==> config.mk <==
export PLATFORM = sky130hd
export DESIGN_NAME = mux5_rr_arbiter
export DESIGN_NICKNAME = d
export VERILOG_FILES = /design/src/rtl/mux5_rr_arbiter.sv
export SDC_FILE = /design/constraint.sdc
export NUM_CORES = 1
export LEC_CHECK = 0
export CAP_MARGIN = 5
export CORE_ASPECT_RATIO = 0.8
export CORE_MARGIN = 2
export CORE_UTILIZATION = 45
export CTS_BUF_LIST = sky130_fd_sc_hd__clkbuf_4
export DETAILED_ROUTE_END_ITERATION = 12
export GPL_ROUTABILITY_DRIVEN = 0
export GPL_TIMING_DRIVEN = 0
export PLACE_DENSITY = 0.66
export SYNTH_ARGS = -nofsm -noshare
export SYNTH_HDL_FRONTEND = slang
export SYNTH_SLANG_ARGS = --single-unit
export TNS_END_PERCENT = 20
==> constraint.sdc <==
create_clock -name clk -period 11 [get_ports clk]
set_clock_uncertainty 0.15 [all_clocks]
set_input_delay 1.1 -clock clk [delete_from_list [all_inputs] [get_ports clk]]
set_output_delay 1.1 -clock clk [all_outputs]
set_load 0.02 [all_outputs]
==> src/rtl/mux5_rr_arbiter.sv <==
// Round-robin arbiter that shares one 5:1 single-bit mux among five serial sources.
// A grant is held until the owner drops its request or MAX_HOLD cycles elapse.

module mux5 (
    input  logic       d0,
    input  logic       d1,
    input  logic       d2,
    input  logic       d3,
    input  logic       d4,
    input  logic [2:0] sel,
    output logic       y
);
    always_comb begin
        case (sel)
            3'd0:    y = d0;
            3'd1:    y = d1;
            3'd2:    y = d2;
            3'd3:    y = d3;
            3'd4:    y = d4;
            default: y = 1'b0;
        endcase
    end
endmodule

module mux5_rr_arbiter #(
    parameter int unsigned MAX_HOLD = 8
) (
    input  logic       clk,
    input  logic       reset,
    input  logic [4:0] req,
    input  logic [4:0] d,
    output logic [4:0] gnt,
    output logic [2:0] sel,
    output logic       busy,
    output logic       y
);
    typedef enum logic [0:0] {StIdle, StGrant} state_e;

    state_e     state_q;
    logic [7:0] cnt_q;
    logic [2:0] last_q;

    logic [2:0] base;
    logic [3:0] sum;
    logic [2:0] idx;
    logic [2:0] win;
    logic       found;
    logic       owner_req;
    logic       release_now;

    // The current owner becomes lowest priority on release, so search from it.
    assign base        = (state_q == StGrant) ? sel : last_q;
    assign owner_req   = |(req & gnt);
    assign release_now = !owner_req || (cnt_q == 8'(MAX_HOLD - 1));

    always_comb begin
        found = 1'b0;
        win   = 3'd0;
        sum   = 4'd0;
        idx   = 3'd0;
        for (int k = 1; k <= 5; k++) begin
            sum = 4'(base) + 4'(k);
            if (sum >= 4'd5) begin
                sum = sum - 4'd5;
            end
            idx = sum[2:0];
            if (!found && req[idx]) begin
                found = 1'b1;
                win   = idx;
            end
        end
    end

    always_ff @(posedge clk or posedge reset) begin
        if (reset) begin
            state_q <= StIdle;
            gnt     <= 5'd0;
            sel     <= 3'd5;
            busy    <= 1'b0;
            cnt_q   <= 8'd0;
            last_q  <= 3'd4;
        end else begin
            case (state_q)
                StIdle: begin
                    if (found) begin
                        state_q <= StGrant;
                        gnt     <= 5'd1 << win;
                        sel     <= win;
                        busy    <= 1'b1;
                        cnt_q   <= 8'd0;
                    end
                end
                StGrant: begin
                    if (release_now) begin
                        last_q <= sel;
                        cnt_q  <= 8'd0;
                        if (found) begin
                            gnt <= 5'd1 << win;
                            sel <= win;
                        end else begin
                            state_q <= StIdle;
                            gnt     <= 5'd0;
                            sel     <= 3'd5;
                            busy    <= 1'b0;
                        end
                    end else begin
                        cnt_q <= cnt_q + 8'd1;
                    end
                end
                default: begin
                    state_q <= StIdle;
                    gnt     <= 5'd0;
                    sel     <= 3'd5;
                    busy    <= 1'b0;
                end
            endcase
        end
    end

    mux5 u_mux (
        .d0  (d[0]),
        .d1  (d[1]),
        .d2  (d[2]),
        .d3  (d[3]),
        .d4  (d[4]),
        .sel (sel),
        .y   (y)
    );
endmodule

# ---- Word level (Yosys, flattened, before mapping)
# Index checks and enable logic that the tools add are counted.
dict set report totals {
  reg_bits 21
  in_bits 12
  elab_cells 98
}
dict set report classes {
  add_sub_neg 11
  n_lt_le_gt_ge 10
  n_eq_ne 8
  shift 1
  muxes 45
  bitwise_logic 2
  reduce_logical 15
}
# cell n
set op_table {}
lappend op_table {{2-to-1 mux 3 bit} 14}
lappend op_table {{greater-or-equal comparator 4 x 3 -> 1 bit (second input constant)} 5}
lappend op_table {{< comparator 3 x 4 -> 1 bit (second input constant)} 5}
lappend op_table {{2-to-1 mux 8 bit} 2}
lappend op_table {{case mux 8 bit (2 select lines)} 1}
lappend op_table {{binary-select mux 1 bit (select 3 bit)} 5}
lappend op_table {{2-to-1 mux 1 bit} 15}
lappend op_table {{2-to-1 mux 5 bit} 3}
lappend op_table {{subtractor 3 bit (second input constant)} 5}
lappend op_table {{case mux 5 bit (2 select lines)} 1}
lappend op_table {{adder 3 x 2 -> 4 bit (second input constant)} 2}
lappend op_table {{adder 3 x 3 -> 4 bit (second input constant)} 2}
lappend op_table {{adder 8 x 1 -> 8 bit (second input constant)} 1}
lappend op_table {{== test 8 x 3 -> 1 bit (second input constant)} 1}
lappend op_table {{== test 3 x 2 -> 1 bit (second input constant)} 2}
lappend op_table {{case mux 3 bit (2 select lines)} 1}
lappend op_table {{bitwise AND 5 bit} 1}
lappend op_table {{zero test 1 bit} 5}
lappend op_table {{case mux 1 bit (5 select lines)} 1}
lappend op_table {{OR reduction 5 bit} 1}
lappend op_table {{<< shifter 1 x 3 -> 5 bit (first input constant)} 1}
lappend op_table {{adder 3 x 1 -> 4 bit (second input constant)} 1}
lappend op_table {{logical AND 1 bit} 4}
lappend op_table {{inequality test 2 bit (second input constant)} 2}
lappend op_table {{9 further kinds} 11}

# ---- Longest topological paths before layout
dict set report depth {
  word_depth 23
  ltp_mapped 18
  depth_no_buf 16
}

# ---- Modules after synthesis
# From an unflattened synthesis, not the netlist that was laid out.
dict set report hier_totals {
  hier_cells 261
  area_unflattened_um2 2229.6
}
# mod instances cells_per_inst area_per_inst_um2 seq_area_each_um2
set by_module_without_submodules {}
lappend by_module_without_submodules {mux5_rr_arbiter 1 255 2177.1 529.3}
lappend by_module_without_submodules {mux5 1 6 52.6 0.0}

# ---- Worst setup path after synthesis
# No wires, ideal clock.
dict set report synth_timing {
  path_kind {reg-to-reg}
  from {register sel[0]}
  to {register cnt_q[7]}
  setup_time_ns 0.123
  arrival_time_ns 4.139
  required_time_ns 10.727
  path_slack_ns 6.589
  stages_incl_launch_ff 18
  cell_sequence {dfstp_2 -> mux2i_2 -> clkbuf_1 -> ha_1 -> ha_1 -> clkbuf_1 -> a21oi_1 -> mux2i_1 -> mux4_2 -> a211oi_4 -> nand3_4 -> nor2_1 -> ha_1 -> nand4b_1 -> nor2_1 -> nand3_1 -> xor2_1 -> nor2_1}
}
dict set report synth_between {
  elab_chain_len 20
  word_cells_on_any_way 45
  classes_between {add/sub (10); order compare (5); eq/ne (1); mux (21); reduce/logical (8)}
}
# element line_no
set synth_lines {}
lappend synth_lines {{start, declared} 33} ;# output logic [2:0] sel,
lappend synth_lines {{start signal, assigned} 88} ;# sel <= win;
lappend synth_lines {{start signal, assigned} 99} ;# sel <= win;
lappend synth_lines {{2-to-1 mux 3 bit *} 52} ;# assign base = (state_q == StGrant) ? sel : last_q;
lappend synth_lines {{adder 3 x 1 -> 4 bit} 62} ;# sum = 4'(base) + 4'(k);
lappend synth_lines {{greater-or-equal comparator 4 x 3 -> 1 bit / subtractor 3 bit (equally long branches)} {63, 64}}
lappend synth_lines {{2-to-1 mux 3 bit} 63} ;# if (sum >= 4'd5) begin
lappend synth_lines {{binary-select mux 1 bit (select 3 bit)} 67} ;# if (!found && req[idx]) begin
lappend synth_lines {{2-to-1 mux 1 bit (not written as such)} 67}
lappend synth_lines {{2-to-1 mux 1 bit} 67}
lappend synth_lines {{zero test 1 bit} 67}
lappend synth_lines {{[... 4 more ...]} -}
lappend synth_lines {{2-to-1 mux 1 bit} 67}
lappend synth_lines {{zero test 1 bit} 67}
lappend synth_lines {{logical AND 1 bit} 67}
lappend synth_lines {{2-to-1 mux 1 bit} 67}
lappend synth_lines {{zero test 1 bit} 67}
lappend synth_lines {{logical AND 1 bit} 67}
lappend synth_lines {{2-to-1 mux 1 bit *} 67}
lappend synth_lines {{inequality test 2 bit (no line) *} -}
lappend synth_lines {{end signal, assigned} 107} ;# cnt_q <= cnt_q + 8'd1;
lappend synth_lines {{end, declared} 40} ;# logic [7:0] cnt_q;
# Every way passes the cells marked *; elsewhere a longest branch is shown, timed or not. The select of a mux whose other input is x is not followed.
# A chain may end at the register's enable or synchronous reset.

# ---- Final worst setup path
dict set report layout_timing {
  from {register state_q}
  to {register cnt_q[7]}
}
dict set report layout_between {
  elab_chain_len 20
  word_cells_on_any_way 47
  classes_between {add/sub (10); order compare (5); eq/ne (1); mux (22); bitwise (1); reduce/logical (8)}
}
# element line_no
set layout_lines {}
lappend layout_lines {{start, declared} 39} ;# state_e state_q;
lappend layout_lines {{start signal, assigned} 76} ;# state_q <= StIdle;
lappend layout_lines {{start signal, assigned} 86} ;# state_q <= StGrant;
lappend layout_lines {{start signal, assigned} 101} ;# state_q <= StIdle;
lappend layout_lines {{2-to-1 mux 3 bit} 52}
lappend layout_lines {{adder 3 x 1 -> 4 bit} 62}
lappend layout_lines {{greater-or-equal comparator 4 x 3 -> 1 bit / subtractor 3 bit (equally long branches)} {63, 64}}
lappend layout_lines {{2-to-1 mux 3 bit} 63}
lappend layout_lines {{binary-select mux 1 bit (select 3 bit)} 67}
lappend layout_lines {{2-to-1 mux 1 bit (not written as such)} 67}
lappend layout_lines {{2-to-1 mux 1 bit} 67}
lappend layout_lines {{zero test 1 bit} 67}
lappend layout_lines {{[... 4 more ...]} -}
lappend layout_lines {{2-to-1 mux 1 bit} 67}
lappend layout_lines {{zero test 1 bit} 67}
lappend layout_lines {{logical AND 1 bit} 67}
lappend layout_lines {{2-to-1 mux 1 bit} 67}
lappend layout_lines {{zero test 1 bit} 67}
lappend layout_lines {{logical AND 1 bit} 67}
lappend layout_lines {{2-to-1 mux 1 bit} 67}
lappend layout_lines {{inequality test 2 bit (no line)} -}
# Several ways; a longest one is shown, not always the timed one. The select of a mux whose other input is x is not followed.

==> impl_results.md <==
- Vias in the first global route: 1,675
- Synth Area in XOR/XNOR: 2.54%
- Mapped Cells: 228
- Initial antenna violation count: 0
- Postcts setup bufs: 0
- Worst reg-to-reg setup slack: 5870 ps
- Hold WC Path Type: register to register
- Largest net degree at the start of global routing: 22
- Worst Path Required: 11,040 ps
- Synth Area in Simple Gates: 21.6%
- Post-DP HPWL: 3890 microns
- Yosys cell types: 65
- Asr flop ratio synth: 100%
- Worst-path clk slew: 130 ps
- DR WL/cell: 16.6 microns
- Critical path launch point type: register
- Initial Util: 45.9%
- Mapped Nets: 250
- Initial drt markers: 204
- Post-synthesis compound-gate area fraction: 25.0%
- Max Clk Rate: 195 MHz
- Crit Path Max Fanout: 11
- Commonest non-fill, non-tap cell in the layout: nand2_1
- Synth Warn #: 0
- Setup tns final: 0 ps
- Post-DRT Antenna Nets: 0
- WL final: 5160 microns
- Max-cap check violation count: 0
- Post-synthesis mux area share: 15.6%
- Share of cells above drive strength 1: 15.5%
- Gr usage total: 21.5%
- Seq cells post-synth: 21
- Worst slew pin tran: 793 ps
- Minimum clock period: 5130 ps
- Number of diodes: 0
- Largest family of logic cells by synthesized area: compound AO/OA/AOI/OAI gates
- CP Cell Sequence: mux2i_2 -> clkbuf_1 -> ha_1 -> ha_1 -> clkbuf_1 -> a21oi_1 -> mux2i_1 -> mux4_2 -> a211oi_4 -> nand3_4 -> nor2_1 -> ha_1 -> nand4b_1 -> nor2_1 -> nand3_1 -> xor2_1 -> nor2_1
- Critical path endpoint category: register
- Initial DRT Pass Iterations: 4
- Port Buffers: 19
- Synth top area share: 21.8%
- CP peak stage delay: 610 ps
- DR vias/cell: 5.87
- Clk_lat worst skew: 310 ps
- Max Root-Sink Buffers: 2
- Rows: 22
- Main area contributors after synthesis: dfrtp_1 (22%), ha_1 (6.0%), mux2i_1 (5.8%)
- Most frequent cells in the layout: nand2_1 (22), clkdlybuf4s50_1 (19), dfrtp_1 (18), o21ai_0 (15), nor2_1 (15)
- Die area: 5160 sq um
- Num CTS Buffers: 3
- Fillers: 441
- GRT Residual Overflow: 0
- Endpoints failing setup: 0
- Area leader, netlist: dfrtp_1
- Synth Area in Adders: 6.04%
- Seq/Total Area, Yosys: 25.6%
- WS Path Type: register to register
- H-tree depth reported by CTS: 1
- Critical Path Slowest Stage Cell: mux4_2
- I/O pins: 22
- Mapped Area: 2070 sq um
- Register area: 529 sq um
- EDFF count, synth: 0
- Area of the core: 4510 sq um
- Die Ht: 64.7 microns
- Via count: 1,826
- WP buf/inv: 2
- RSZ-0062 raised after global routing: no
- # DRC: 0
- Run status: finished, final reports clean
- Cell family with most CP delay: multiplexers
- Syn_area_per_cell: 9.08 sq um
- # nets final: 274
- Cts hold-fix bufs: 0
- Final period util: 46.6%
- Most used flip-flop cell after synthesis: dfrtp_1
- CTS tree: yes
- CTS Sinks: 21
- Critical Path AT: 5170 ps
- Area growth, synth to finish: 14.1%
- Max-slew violations: 0
- Global-route wire length before repair: 8780 microns
- Multi-input gate area: 1470 sq um
- Final hold violations: 0
- CTS root buf: clkbuf_4
- Slew margin rel.: 47.1%
- DIE WIDTH: 79.8 microns
- Post-cts sizing count: 0
final cells by class:
class / count / share of cell area [%]
Buffer: 8 / 1.69
Clock buffer: 3 / 0.953
Clock inverter: 1 / 0.212
Inverter: 9 / 1.54
Multi-Input combinational cell: 190 / 62.0
Sequential cell: 21 / 22.4
Tap cell: 60 / 3.18
Timing Repair Buffer: 19 / 8.05
worst register-to-register path, cell delays in order (launching register included):
cell	delay, ps
dfrtp_1	410
mux2i_2	390
clkbuf_1	440
ha_1	240
ha_1	220
clkbuf_1	220
a21oi_1	290
mux2i_1	460
mux4_2	610
a211oi_4	370
nand3_4	130
nor2_1	190
ha_1	350
nand4b_1	170
nor2_1	80
nand3_1	100
xor2_1	150
nor2_1	60
final timing paths:
kind                       startpoint  cells past startpoint       end
min reg2reg                      busy                      2      busy
min                              busy                      2      busy
max in group asynchronous       reset                      2    gnt[1]
max reg2reg                   state_q                     17  cnt_q[7]
max                           state_q                     17  cnt_q[7]
min in group asynchronous       reset                      2  cnt_q[4]
per-stage QoR:
step | std cells | util [%] | cell area, sq um | setup WS (ps) | hold WS, ps
3_3_place_gp | 307 | 51.7 | 2340 | 5970 | 357
3_5_place_dp | 307 | 51.7 | 2340 | 5930 | 354
2_1_floorplan | 228 | - | 2070 | 6590 | 318
6_report | 311 | 52.4 | 2360 | 5870 | 385
5_1_grt | 311 | 52.4 | 2360 | 5470 | 436
4_1_cts | 311 | 52.4 | 2360 | 5900 | 385
Yosys cell counts (2+ instances only):
master    instances
o31a_1            2
mux2_2            5
a41o_1            2
dfstp_2           3
xnor2_1           5
mux4_2            2
and3_1            3
nor2_1           15
a32o_1            4
a21oi_1           6
mux2i_1          12
nor4_1            4
nor3b_1           2
nor3_1            8
o31ai_1           3
clkbuf_1          5
a21o_1            2
ha_1             10
mux2i_2           2
nand3_1          11
inv_2             3
o221ai_1          3
nand2b_1          6
mux2_4            2
buf_2             2
mux2i_4           2
nand2_1          22
a22oi_1           3
inv_1             5
o21ai_0          15
nor2b_1           3
dfrtp_1          18
o211a_1           2
a41oi_1           2
a31oi_2           2
o21ai_1           3
flip-flops by register name (all words and copies together), names as in the netlist:
signal,cells
cnt_q,8
gnt,5
last_q,3
sel,3
busy,1
state_q,1
cells by family (layout without fill, tap and decap cells):
logic type      Yosys count  in the layout
fa+ha+maj                10             10
buf+inv                  17             40
compound gates           65             65
mux                      25             25
flops                    21             21
xor+xnor                  6              6
simple gates             84             84
per-layer routing:
metal  up-vias  GRT usage, %  wire length, microns
met5         -             0                     0
met4         0          1.27                    10
met3         2          3.62                   394
met2        55          27.3                  1910
met1       849          38.1                  2840
li1        920             -                     -
Power is left out: the tool's default activity adds up to more than one toggle a clock period on the data nets, which glitch-free logic cannot reach.
